[config.mk]
export PLATFORM = sky130hd
export DESIGN_NAME = cpu_run_ctrl
export DESIGN_NICKNAME = d
export VERILOG_FILES = /design/src/rtl/cpu_run_ctrl.sv
export SDC_FILE = /design/constraint.sdc
export NUM_CORES = 1
export LEC_CHECK = 0
export BUFFER_PORTS_ARGS = -buffer_cell sky130_fd_sc_hd__buf_2
export CELL_PAD_IN_SITES_DETAIL_PLACEMENT = 0
export CELL_PAD_IN_SITES_GLOBAL_PLACEMENT = 1
export CORE_MARGIN = 2
export CORE_UTILIZATION = 38
export CTS_CLUSTER_DIAMETER = 30
export DETAILED_ROUTE_END_ITERATION = 8
export PLACE_DENSITY = 0.8
export SETUP_SLACK_MARGIN = 0.1
export SYNTH_ARGS = -nofsm -noshare
export SYNTH_HDL_FRONTEND = slang
export SYNTH_SLANG_ARGS = --single-unit
[constraint.sdc]
create_clock -name clk -period 2.46 [get_ports clk]
set_clock_uncertainty 0.2 [all_clocks]
set_input_delay 0 -clock clk [delete_from_list [all_inputs] [get_ports clk]]
set_output_delay 0 -clock clk [all_outputs]
set_load 0.02 [all_outputs]
[src/rtl/cpu_run_ctrl.sv]
// Run/halt sequencer for the single-cycle RV32 core: produces the commit enable that
// gates PC, register-file and data-RAM writes, with start/stop/step, breakpoint and retire count.
module cpu_run_ctrl #(
  parameter int PC_W  = 11,
  parameter int CNT_W = 32
) (
  input  logic             clk,
  input  logic             rst,
  input  logic             start,
  input  logic             stop,
  input  logic             step,
  input  logic [PC_W-1:0]  pc,
  input  logic [6:0]       opcode,
  input  logic             bp_en,
  input  logic [PC_W-1:0]  bp_addr,
  output logic             commit_en,
  output logic [1:0]       state,
  output logic [1:0]       halt_cause,
  output logic [CNT_W-1:0] retired,
  output logic             busy
);

  typedef enum logic [1:0] {
    IDLE = 2'd0,
    RUN  = 2'd1,
    STEP = 2'd2,
    HALT = 2'd3
  } state_t;

  localparam logic [1:0] CAUSE_NONE    = 2'd0;
  localparam logic [1:0] CAUSE_ILLEGAL = 2'd1;
  localparam logic [1:0] CAUSE_STOP    = 2'd2;
  localparam logic [1:0] CAUSE_BP      = 2'd3;

  state_t     cur_state;
  state_t     nxt_state;
  logic [1:0] cause_nxt;
  logic       skip_bp;
  logic       skip_nxt;
  logic       legal;
  logic       bp_hit;

  function automatic logic is_legal(input logic [6:0] op);
    case (op)
      7'b0110011, 7'b0010011, 7'b0100011, 7'b0000011,
      7'b1100011, 7'b1101111, 7'b1100111: is_legal = 1'b1;
      default:                            is_legal = 1'b0;
    endcase
  endfunction

  assign legal  = is_legal(opcode);
  // skip_bp lets the instruction that tripped the breakpoint commit once on resume
  assign bp_hit = bp_en & (pc == bp_addr) & ~skip_bp;
  assign state  = cur_state;
  assign busy   = (cur_state == RUN) | (cur_state == STEP);

  always_comb begin
    commit_en = 1'b0;
    case (cur_state)
      RUN:     commit_en = ~stop & legal & ~bp_hit;
      STEP:    commit_en = ~stop & legal;
      default: commit_en = 1'b0;
    endcase
  end

  always_comb begin
    nxt_state = cur_state;
    cause_nxt = halt_cause;
    skip_nxt  = skip_bp & ~commit_en;
    case (cur_state)
      IDLE, HALT: begin
        if (start || step) begin
          nxt_state = start ? RUN : STEP;
          cause_nxt = CAUSE_NONE;
          if (cur_state == HALT && halt_cause == CAUSE_BP)
            skip_nxt = 1'b1;
        end
      end
      RUN: begin
        if (stop) begin
          nxt_state = HALT;
          cause_nxt = CAUSE_STOP;
        end else if (!legal) begin
          nxt_state = HALT;
          cause_nxt = CAUSE_ILLEGAL;
        end else if (bp_hit) begin
          nxt_state = HALT;
          cause_nxt = CAUSE_BP;
        end
      end
      STEP: begin
        nxt_state = HALT;
        if (stop)
          cause_nxt = CAUSE_STOP;
        else if (!legal)
          cause_nxt = CAUSE_ILLEGAL;
        else
          cause_nxt = CAUSE_NONE;
      end
      default: nxt_state = IDLE;
    endcase
  end

  always_ff @(posedge clk or posedge rst) begin
    if (rst) begin
      cur_state  <= IDLE;
      halt_cause <= CAUSE_NONE;
      skip_bp    <= 1'b0;
      retired    <= '0;
    end else begin
      cur_state  <= nxt_state;
      halt_cause <= cause_nxt;
      skip_bp    <= skip_nxt;
      if (commit_en)
        retired <= retired + CNT_W'(1);
    end
  end

endmodule

==> run metrics, run 1 <==
Die Area 6250 sq um; Remaining DRCs 0; Final min period 2.20 ns; Yosys top cell by area dfrtp_1; hold endpoint skip_bp; Max Freq 455 MHz; Antenna Nets Post-Route 0; critical path arrival 2.22 ns; CP top delay family simple AND/OR/NAND/NOR gates; Core Region 5470 sq um; Worst Max-Slew Pin Slew 0.474 ns; most common cell after layout, fill and taps aside buf_2; Final Hold Vio Count 0; outcome finished clean; via/cell ratio 5.01; 1st-pass router iterations 4; vias 1832; GRT met2 Usage 27.3%; CTS clock-pin slew for the worst setup and hold paths 0.07 ns; CP Capture Type flip-flop; Crit Path Max Fanout 22; critical path depth in cells 7; TritonCTS Buffers 5; Power Total 1.53 mW; Initial DRC Count 106; routability cong. 0.797; nets 332; port buffer count 72; post-CTS setup buffer count 0; top cells by area, synth dfrtp_1 43%, xor2_1 11%, xnor2_1 6.5%, nand4_1 4.1%, nor4_2 4.1%; RR Endpoint retired[24]; max_cap viols 0; total gr overflow 0; FF-to-FF path depth 7; share of layout cells above drive strength 1 37.1%; clock sinks 37; total track usage 16.2%; Static Leak 1.43 nW; Starting Density 39.1%; Layout area overhead 30.5%; setup TNS 0 ns; DIE WIDTH 79.1 um; Max rail drop VDD 0.000395 V; Crit Path Category flip-flop to flip-flop; hold depth 5; required time worst endpoint 2.48 ns; DR WL/cell 12.8 um; most frequent cells in the layout 72 x buf_2, 37 x dfrtp_1, 26 x xor2_1; DP Wirelength 3620 um; Clk Latency, worst-skew pair 0.29 ns; antenna fix cells 0; met1 Track Usage GR 20.5%; Mapped Area 2140 sq um; Slew HR 68.4%; crit share post-route 89.4%; Final Max Tran Viols 0; CTS Root Buffer Type clkbuf_8; GRT met3 Usage 3.52%; post-synthesis register bit count 37; vias in the first global route 1754; Pwr Density 549 nW/um^2; Bufs and invs on worst path 2; Netlist cell types 36; I/O pins 73; Filler cells 531; largest net degree at the start of global routing 38; Hold/Removal Path Class input pin to flip-flop; Setup crit start kind flip-flop; CTS tree done; antenna violations before repair 0; YS warnings 0; syn nets 247; H-tree depth 2; R2R Path Start state[0]; syn_area_per_cell 10.3 sq um; sequential area share after synthesis 43.2%; CTS max path bufs 2; Final Setup Violations 0; final worst-path setup slack 0.261 ns; share of Yosys cell area claimed by the top area cell type 43.2%; global-route wire length before repair 8020 um; hold_sp opcode[6]; slowest stage cell, crit path dfrtp_1; Row Count 27; final WL 4700 um; placed cell areas 2640 sq um; Syn Inst Count 208; post-route cell area 2790 sq um; Top Usage Layer GRT met2; multi-input logic area 1190 sq um; dpl ws 0.209 ns; Max stage delay on crit path 0.42 ns; RSZ-0062 raised after global routing no; post-layout util 51.1%; R2R Setup Slk 0.26 ns; Seq. cell area 926 sq um; worst-path cell chain inv_1, ha_1, nor3_4, nand2_4, buf_12, nor4_1, xor2_1; Die Ht 79.1 um
area by class of cell:
type	count	area share, %
multi-input combinational	155	42.5
inverter	11	1.48
clock inverter	2	0.358
clock buffer	6	2.60
tap	72	3.22
timing repair buffer	83	16.7
sequential	37	33.1
worst reg2reg max path: cells and delay by family (launching register included):
kind / cells / cell delay (ns)
adder cells (fa/ha/maj): 1 / 0.38
buffers and inverters: 2 / 0.25
AND/OR/NAND/NOR: 3 / 0.72
XOR/XNOR: 1 / 0.17
flip-flops: 1 / 0.42
cell usage after synthesis:
master and n:
nor3_4 1, xor2_1 26, nor4_2 7, a2111oi_2 1, or2_2 2, ha_1 4, nand2_4 1, a21boi_0 1
buf_2 4, or2_4 1, buf_6 1, nor2b_1 1, nand2b_1 1, o2bb2ai_1 1, nand3_1 9, nor3b_1 1
a22o_1 1, nand4_1 14, dfrtp_1 37, nand4_2 1, nor4_1 7, nor4b_1 1, nor2_1 14, mux2_2 2
o22ai_1 1, a2bb2oi_1 1, nor3_1 14, or3_1 1, and4_1 1, xnor2_1 16, o32ai_1 1, o21ai_0 2
a221oi_4 1, nor4_4 2, inv_1 11, nand2_1 18
registers in the layout, indices dropped and copies added, names as in the netlist:
| register | cells |
|---|---|
| skip_bp | 1 |
| retired | 32 |
| halt_cause | 2 |
| state | 2 |
stage by stage:
| step | hold WS, ns | cells |
|---|---|---|
| floorplan | -0.0389 | 208 |
| global placement | -0.0657 | 353 |
| detailed placement | -0.0636 | 353 |
| CTS | 0.0458 | 366 |
| global route | 0.0758 | 366 |
| finish | 0.0429 | 366 |
repair_timing:
action / CTS / global route
gates resized for setup: 0 / 4
endpoints found under the setup margin: 0 / 10
hold endpoints to repair: 40 / 0
hold buffers: 5 / 0
worst max path at each step:
stage | start | endpoint | slack, ns
6_report | state[0] | retired[24] | 0.26
5_1_grt | state[0] | retired[22] | 0.11
4_1_cts | skip_bp | state[0] | 0.19
3_5_place_dp | state[0] | retired[22] | 0.21
3_3_place_gp | state[0] | retired[24] | 0.28
2_1_floorplan | state[0] | retired[1] | 0.16
where the power goes:
part	total (mW)	internal, mW	switching (mW)
sequential	0.712	0.660	0.0529
clock	0.406	0.196	0.210
combinational	0.414	0.167	0.248
cells by family after synthesis:
kind of cell	count (synthesis)	share of synthesized area, %
AO/OA/AOI/OAI	10	4.68
XOR/XNOR	42	17.2
adder cells (fa/ha/maj)	4	2.34
buffers and inverters	16	3.39
flip-flops	37	43.2
multiplexers	2	1.05
AND/OR/NAND/NOR	97	28.1
metal layers:
layer | share of wire, % | up-vias
met5 | 0 | -
met4 | 1.8 | 0
met3 | 4.8 | 10
met2 | 50 | 57
met1 | 43 | 854
li1 | - | 911
Note: power is estimated with default switching activity, not from simulation.
==> run 2: changes to the inputs <==
CAP_MARGIN = 20   (was default)
CELL_PAD_IN_SITES_DETAIL_PLACEMENT = 1   (was 0)
==> run 2 against run 1 <==
  * Non-clock buffer count is 1 lower
  * Fmax is 0.97% lower
  * Flip-flop and latch count stayed put
  * Via count is 3.5% higher
  * First-iteration DRC count is 27% lower
  * Sequential power is 0.7% higher
  * Core utilization is 0.27 points higher
  * Setup slack worse by 0.021 ns
  * Cell count is 0.27% lower
  * Count of clock-buffer cells in the layout stayed put
  * Critical path type unchanged
  * Largest cell class unchanged
==> run metrics, run 2 (same netlist as run 1, synthesis figures left out) <==
outcome finished clean; Remaining DRCs 0; total gr overflow 0; vias 1896; Row Count 27; R2R Path Start state[0]; Crit Path Category flip-flop to flip-flop; share of layout cells above drive strength 1 38.2%; final WL 5670 um; Die Area 6250 sq um; CTS max path bufs 2; Slew HR 67.6%; H-tree depth 2; Worst Max-Slew Pin Slew 0.485 ns; RSZ-0062 raised after global routing yes; Antenna Nets Post-Route 0; Power Total 1.60 mW; CP top delay family simple AND/OR/NAND/NOR gates; most common cell after layout, fill and taps aside buf_2; Layout area overhead 31.2%; Setup crit start kind flip-flop; Crit Path Max Fanout 22; Final min period 2.22 ns; Most flops, register retired; Final Setup Violations 0; crit share post-route 90.2%; CTS Root Buffer Type clkbuf_8; antenna violations before repair 0; Max Freq 450 MHz; total track usage 19.5%; max reg flops 32; Max rail drop VDD 0.000349 V; TritonCTS Buffers 5; Met2 Routed Length 2980 um; Bufs and invs on worst path 2; FF-to-FF path depth 7; required time worst endpoint 2.48 ns; clock sinks 37; R2R Setup Slk 0.24 ns; vias in the first global route 1946; post-CTS setup buffer count 0; Max stage delay on crit path 0.43 ns; DR WL/cell 15.5 um; met1 WL 2390 um; routability cong. 0.797; CP Capture Type flip-flop; top sig layer met4; Clk Latency, worst-skew pair 0.29 ns; critical path arrival 2.24 ns; Hold/Removal Path Class input pin to flip-flop; CP Launch Point state[0]; Pwr Density 568 nW/um^2; slowest stage cell, crit path dfrtp_1; critical path depth in cells 7; CTS clock-pin slew for the worst setup and hold paths 0.08 ns; Final Hold Vio Count 0; via/cell ratio 5.19; setup TNS 0 ns; global-route wire length before repair 9500 um; Initial DRC Count 77; DIE WIDTH 79.1 um; largest net degree at the start of global routing 38; Final Max Tran Viols 0; Static Leak 1.43 nW; port buffer count 72; CTS tree done; Core Region 5470 sq um; DP Wirelength 4210 um; most frequent cells in the layout 72 x buf_2, 37 x dfrtp_1, 26 x xor2_1; Die Ht 79.1 um; worst-path cell chain inv_1, ha_1, nor3_4, nand2_4, buf_12, nor4_1, xor2_1; RR Endpoint retired[12]; max_cap viols 0; Starting Density 39.1%; antenna fix cells 0; CP Capture Point retired[12]; nets 331; I/O pins 73; 1st-pass router iterations 4; met3 WL 209 um
-- run 2: area by class of cell --
| type | instances | area [sq um] |
|---|---|---|
| timing repair buffer | 82 | 458 |
| multi-input combinational | 155 | 1200 |
| inverter | 11 | 41.3 |
| tap | 72 | 90.1 |
| sequential | 37 | 926 |
| fill | 663 | 2660 |
| clock inverter | 2 | 13.8 |
| clock buffer | 6 | 82.6 |
-- run 2: per-layer routing --
layer  GRT usage (%)  vias up
met2            35.0       41
met3            4.32        9
li1                -      904
met1            23.0      942
met5               0        -
met4            6.38        0
-- run 2: worst min-delay path: cells and delay by family --
| kind | cells | cell delay [ns] |
|---|---|---|
| buffers and inverters | 1 | 0.12 |
| and+or+nand+nor | 4 | 0.34 |
-- run 2: how the worst min path moves through the flow --
stage / startpoint / to / slack [ns] / cells after the start
2_1_floorplan: start / state[0] / -0.04 / 2
3_3_place_gp: rst / retired[20] / -0.07 / 3
3_5_place_dp: rst / state[1] / -0.06 / 3
4_1_cts: stop / skip_bp / 0.003 / 5
5_1_grt: stop / skip_bp / 0.03 / 5
6_report: stop / skip_bp / 0.008 / 5
-- run 2: report_power, final --
part / switching (mW) / internal (mW) / leakage [nW] / total, mW
logic: 0.251 / 0.166 / 0.905 / 0.417
clock network: 0.235 / 0.227 / 0.0512 / 0.462
registers: 0.0581 / 0.659 / 0.477 / 0.717
total: 0.544 / 1.05 / 1.43 / 1.60
-- run 2: metrics by stage --
stage / cell area, sq um / hold WS, ns / cells / utilization (%) / worst slack, ns
global placement: 2640 / -0.0657 / 353 / 48.2 / 0.281
global route: 2810 / 0.0310 / 365 / 51.3 / 0.0866
finish: 2810 / 0.00767 / 365 / 51.3 / 0.240
CTS: 2770 / 0.00250 / 365 / 50.7 / 0.145
detailed placement: 2640 / -0.0554 / 353 / 48.2 / 0.174
floorplan: 2150 / -0.0389 / 208 / - / 0.163
-- run 2: what timing repair did --
item	in CTS	in global routing
hold endpoints to repair	40	0
gates resized for setup	0	6
endpoints found under the setup margin	0	14
hold buffers	4	0
